[config.mk]
export PLATFORM = sky130hd
export DESIGN_NAME = prog_loader
export DESIGN_NICKNAME = d
export VERILOG_FILES = /design/src/rtl/prog_loader.sv
export SDC_FILE = /design/constraint.sdc
export NUM_CORES = 1
export LEC_CHECK = 0
export BUFFER_PORTS_ARGS = -buffer_cell sky130_fd_sc_hd__buf_2
export CORE_MARGIN = 10
export CORE_UTILIZATION = 55
export CTS_CLUSTER_DIAMETER = 100
export DETAILED_ROUTE_END_ITERATION = 8
export PLACE_DENSITY = 0.75
export SLEW_MARGIN = 20
export SYNTH_ARGS = -nofsm -noshare
export SYNTH_HDL_FRONTEND = slang
export SYNTH_SLANG_ARGS = --single-unit
[constraint.sdc]
create_clock -name clk -period 3.3 [get_ports clk]
set_clock_uncertainty 0.15 [all_clocks]
set_input_delay 0.66 -clock clk [delete_from_list [all_inputs] [get_ports clk]]
set_output_delay 0.66 -clock clk [all_outputs]
set_load 0.02 [all_outputs]
[src/rtl/prog_loader.sv]
// Serial program loader: receives a framed, checksummed byte stream, writes it into
// program memory and holds the CPU core in reset until a complete frame verifies.
module prog_loader #(
   parameter logic [7:0] SYNC_BYTE = 8'h5A,
   parameter int         TIMEOUT   = 1000
) (
   input  logic       clk,
   input  logic       reset,
   input  logic       in_valid,
   input  logic [7:0] in_data,
   output logic       in_ready,
   input  logic       load_req,
   output logic       mem_we,
   output logic [7:0] mem_addr,
   output logic [7:0] mem_wdata,
   output logic       cpu_reset,
   output logic       loaded,
   output logic       error
);

   localparam int IDLE_W = $clog2(TIMEOUT + 1);

   typedef enum logic [2:0] {IDLE, LEN, DATA, CHK, RUN} state_t;

   state_t            state, state_n;
   logic [7:0]        len_q, len_n;
   logic [7:0]        cnt_q, cnt_n;
   logic [7:0]        acc_q, acc_n;
   logic [IDLE_W-1:0] idle_q, idle_n;
   logic              err_n;
   logic              we_n;
   logic [7:0]        addr_n, wdata_n;
   logic              xfer;
   logic              run_hold;

   assign xfer     = in_valid & in_ready;
   assign run_hold = (state == RUN) && (state_n == RUN);

   always_comb begin
      state_n = state;
      len_n   = len_q;
      cnt_n   = cnt_q;
      acc_n   = acc_q;
      idle_n  = idle_q;
      err_n   = error;
      we_n    = 1'b0;
      addr_n  = mem_addr;
      wdata_n = mem_wdata;
      case (state)
         IDLE: begin
            idle_n = '0;
            if (xfer && (in_data == SYNC_BYTE)) begin
               state_n = LEN;
               err_n   = 1'b0;
            end
         end
         LEN, DATA, CHK: begin
            if (xfer) begin
               idle_n = '0;
               case (state)
                  LEN: begin
                     len_n   = in_data;
                     cnt_n   = 8'h00;
                     acc_n   = 8'h00;
                     state_n = DATA;
                  end
                  DATA: begin
                     we_n    = 1'b1;
                     addr_n  = cnt_q;
                     wdata_n = in_data;
                     acc_n   = acc_q + in_data;
                     cnt_n   = cnt_q + 8'd1;
                     // len_q - 1 wraps to 0xFF when LEN = 0, giving the 256-byte frame
                     if (cnt_q == (len_q - 8'd1))
                        state_n = CHK;
                  end
                  default: begin
                     if (in_data == acc_q) begin
                        state_n = RUN;
                     end else begin
                        err_n   = 1'b1;
                        state_n = IDLE;
                     end
                  end
               endcase
            end else if (idle_q == IDLE_W'(TIMEOUT - 1)) begin
               err_n   = 1'b1;
               idle_n  = '0;
               state_n = IDLE;
            end else begin
               idle_n = idle_q + 1'b1;
            end
         end
         RUN: begin
            if (load_req)
               state_n = IDLE;
         end
         default: state_n = IDLE;
      endcase
   end

   always_ff @(posedge clk or negedge reset) begin
      if (!reset) begin
         state     <= IDLE;
         len_q     <= 8'h00;
         cnt_q     <= 8'h00;
         acc_q     <= 8'h00;
         idle_q    <= '0;
         error     <= 1'b0;
         mem_we    <= 1'b0;
         mem_addr  <= 8'h00;
         mem_wdata <= 8'h00;
         in_ready  <= 1'b0;
         cpu_reset <= 1'b1;
         loaded    <= 1'b0;
      end else begin
         state     <= state_n;
         len_q     <= len_n;
         cnt_q     <= cnt_n;
         acc_q     <= acc_n;
         idle_q    <= idle_n;
         error     <= err_n;
         mem_we    <= we_n;
         mem_addr  <= addr_n;
         mem_wdata <= wdata_n;
         in_ready  <= (state_n != RUN);
         // CPU is released one edge after RUN is entered and caught again on the exit edge
         cpu_reset <= ~run_hold;
         loaded    <= run_hold;
      end
   end

endmodule

**After elaboration in Yosys (flattened, before gate mapping)**

Cells that the tools add are included.

- Register bits after elaboration: 58
- Output and inout port bits: 21

- Bitwise operators: 2
- Mux-type cells: 22
- $add $sub $neg: 4
- Reductions and logical operators: 11
- Equal/unequal tests: 14

Operator list:

| cell | count |
|---|---|
| $pmux W8 S2 | 2 |
| $mux W10 | 2 |
| $pmux W10 S2 | 1 |
| $mux W3 | 6 |
| $eq A8 B8 Y1 | 2 |
| $ne A3 B3 Y1 const B | 4 |
| $add A10 B1 Y10 const B | 1 |
| $eq A10 B10 Y1 const B | 1 |
| $pmux W3 S3 | 1 |
| $reduce_and A3 Y1 | 3 |
| $add A8 B1 Y8 const B | 1 |
| $add A8 B8 Y8 | 1 |
| $eq A8 B7 Y1 const B | 1 |
| $mux W1 | 8 |
| $sub A8 B1 Y8 const B | 1 |
| $eq A3 B2 Y1 const B | 2 |
| $eq A3 B3 Y1 const B | 2 |
| $pmux W3 S2 | 1 |
| $reduce_and A5 Y1 | 1 |
| $reduce_bool A2 Y1 | 2 |
| $eq A3 B1 Y1 const B | 1 |
| $logic_not A3 Y1 | 1 |
| $reduce_or A3 Y1 | 1 |
| $logic_and A1 B1 Y1 | 2 |
| 5 further kinds | 5 |

**Longest topological paths before layout**

- Word-level depth: 9
- Gate-level depth with buffers: 7
- Depth with buffers taken out: 7

**Least setup slack after synthesis**

OpenSTA, ideal clock, no wires.

- Path kind: input -> register
- From: input port in_data[0]
- To: register acc_q[6]
- Path buffers: 0
- Data required time: 3.022 ns
- Setup slack: 0.991 ns
- Data arrival time: 2.031 ns
- Setup time: 0.128 ns
- Stages: 7
- Path through: ha_1 fa_1 a21o_1 a21o_1 a21oi_1 mux2i_1 nand3_1

- Longest elaborated chain between the ends: 2

RTL lines:

| element | RTL line | RTL |
|---|---|---|
| from (decl) | 10 | `input logic [7:0] in_data,` |
| $add A8 B8 Y8 | 71 | `acc_n = acc_q + in_data;` |
| $pmux W8 S2 | 60 | `case (state)` |
| to (signal assigned) | 120 | `acc_q <= acc_n;` |
| to (decl) | 28 | `logic [7:0] acc_q, acc_n;` |

Every way passes these cells.
A chain may end at the register's enable or synchronous reset.

**Worst setup path after layout**

- From: register idle_q[0]
- To: register error

- Longest elaborated chain between the ends: 3

RTL lines:

| element | RTL line | RTL |
|---|---|---|
| from (decl) | 29 | `logic [IDLE_W-1:0] idle_q, idle_n;` |
| from (signal assigned) | 121 | `idle_q <= idle_n;` |
| $eq A10 B10 Y1 | 86 | `end else if (idle_q == IDLE_W'(TIMEOUT - 1)) begin` |
| $ne A3 B3 Y1 (no source line) | n/a |  |
| $reduce_and A5 Y1 (no source line) | n/a |  |
| to (signal assigned) | 122 | `error <= err_n;` |
| to (decl) | 18 | `output logic error` |

Every way passes these cells.

==> summary.md <==
| Metric | Value |
|---|---|
| Status | complete, no violations |
| Register area | 0.00145 mm² |
| Type of the worst setup path | reg2reg |
| Antenna Nets Post-Route | 0 |
| TritonRoute pass-1 iters | 4 |
| RSZ-0062 raised after global routing | false |
| DR vias | 2508 |
| Hold-fix buffers, CTS | 0 |
| GPL Wtd Cong | 0.857 |
| Reg clk slew, reported paths | 70 ps |
| Layout cell share with drive strength beyond 1 | 18.4% |
| Biggest area consumer among synthesized cells | dfrtp_1 |
| Multi-input logic area | 0.00149 mm² |
| Setup violations, final | 0 |
| Clock Latency Late Sink | 340 ps |
| Fin crit share | 72.0% |
| Largest net degree at the start of global routing | 33 |
| Number of I/O port buffers | 32 |
| Vias per inst | 5.78 |
| Max IR drop VDD | 0.267 mV |
| Area Growth Syn to Fin | 13.6% |
| Final Max Tran Viols | 0 |
| Crit-path max FO | 11 |
| Synth Net Count | 347 |
| Placed cell count | 418 |
| CP endpoint kind | register |
| Initial core utilization | 58.1% |
| N_diodes | 0 |
| Maxcap violations | 0 |
| Vias in the first global route | 2512 |
| First-pass GRT wire length | 11900 µm |
| Pwr Total | 1.41 mW |
| Initial antenna violation count | 0 |
| Pwr dens | 411 mW/mm² |
| CTS root buffer | clkbuf_8 |
| Synth Instances | 324 |
| CORE AREA | 0.00520 mm² |
| Most frequent cells in the layout | nand2_1 (80), dfrtp_1 (57), buf_2 (32) |
| CP Launch Type | register |
| Ys async rst share | 100% |
| Tmin final | 2370 ps |
| Synthesized cell area | 0.00303 mm² |
| PnR worst setup slack | 926 ps |
| Total track usage | 16.7% |
| Nets | 382 |
| Reg2reg start | idle_q[0] |
| Synthesis Warnings | 0 |
| Mapped Avg Cell Area | 9.34 µm² |
| Synthesized flop and latch total | 58 |
| Die Y | 94.2 µm |
| FP Rows | 26 |
| Synth area leaders | dfrtp_1 (47%), nand2_1 (9.9%), o21ai_0 (5.0%), ha_1 (4.1%), xor2_1 (2.9%) |
| WP data arrival | 2490 ps |
| Setup WS pre-CTS | 729 ps |
| Die X | 94.2 µm |
| Worst-case clock buffer depth | 2 |
| Non-Filler Instances | 434 |
| H-tree lvl count | 3 |
| Yosys cell types | 46 |
| FMAX | 421 MHz |
| Fill cells | 436 |
| Total gr overflow | 0 |
| DRC | 0 |
| Hpwl dp | 4860 µm |
| Worst-Margin Slew | 736 ps |
| Leak | 1.74 nW |
| CTS sink count | 58 |
| Drt wl/cell | 15.9 µm |
| Post_cts resized | 0 |
| Seq/Total Area, Yosys | 48.0% |
| Post-synth EDFFs | 0 |
| # IOs | 33 |
| HP Class | in2async |
| Critical Path Source | idle_q[0] |
| Post-synth top area share | 47.1% |
| Most common cell after layout, fill and taps aside | nand2_1 |
| Final Hold Vio Count | 0 |
| Worst slew margin | 50.7% |
| CTS Buf Count | 9 |
| Final wirelength | 6900 µm |
| Final TNS setup | 0 ps |
| Setup Buffers After CTS | 0 |
| Top FF cell, synth | dfrtp_1 |
| CTS tree | built |
| Iteration-0 DRC Markers | 130 |
| Die Area | 0.00887 mm² |
| Worst path required time | 3420 ps |
## worst paths after layout
check                      depth (start not counted)           to  slack, ps
setup / recovery                                   6        error        930
hold / removal                                     1  mem_addr[5]        220
setup reg to reg                                   6        error        930
hold reg to reg                                    2  mem_addr[5]        320
max in group asynchronous                          2     acc_q[0]       2020
min in group clk                                   2  mem_addr[5]        320
## flip-flops by register name, summed over array words and instances, names as in the netlist, 3 cells and up
name / flops
state: 3
len_q: 8
cnt_q: 8
mem_addr: 8
acc_q: 8
idle_q: 10
mem_wdata: 8
## Yosys cell counts (2+ instances only)
master,count
a21oi_1,13
ha_1,10
a21o_1,4
nand3b_1,2
nand4_1,3
a31oi_1,6
inv_1,8
or4_1,2
clkbuf_1,8
xor2_1,10
o21bai_1,2
nand2_1,80
nand2b_1,4
and3_1,2
nand3_1,8
dfrtp_1,57
mux2_2,7
nor2_1,9
a22o_1,5
nor4_1,7
a311oi_1,2
mux2i_1,2
buf_2,3
xnor2_1,9
o31ai_1,2
o21ai_0,30
buf_1,2
nor3_1,9
## layout make-up
class	instances	share of cell area, %
Clock buffer	10	4.00
Multi-Input combinational cell	244	43.2
Timing Repair Buffer	37	5.75
Sequential cell	58	42.3
Inverter	9	0.983
Tap cell	70	2.55
Clock inverter	6	1.20
## metrics by stage
step | instance area, µm² | hold slack (ps) | util, %
2_1_floorplan | 3030 | 214 | -
3_3_place_gp | 3260 | 303 | 62.6
3_5_place_dp | 3260 | 307 | 62.6
4_1_cts | 3440 | 227 | 66.0
5_1_grt | 3440 | 261 | 66.0
6_report | 3440 | 218 | 66.0
## cell families (layout without fill, tap and decap cells)
logic type	count (synthesis)	after routing	synth area share, %
compound gates	67	67	13.2
flops	58	58	48.0
simple gates	138	138	22.4
buf+inv	22	62	2.85
mux	9	9	3.27
fa+ha+maj	11	11	4.80
xor+xnor	19	19	5.50
## power breakdown
group	internal, mW	total, mW	switching [mW]
clock	0.292	0.589	0.298
combinational	0.0342	0.0914	0.0571
sequential	0.722	0.732	0.0104
total	1.05	1.41	0.365
## layer usage
layer	vias up	global-route usage, %	routed length (µm)
met5	-	0	0
met4	0	7.34	129
met3	16	4.24	327
met2	68	26.1	3210
met1	1217	21.3	3240
li1	1207	-	-
## critical path, cell delays in order (launching register included)
cell      delay [ps]
dfrtp_1          410
ha_1             270
nand4b_2         150
nor4_4           360
nor2_1           270
or4_1            550
a21oi_1          150
Note: power is estimated with default switching activity, not from simulation.
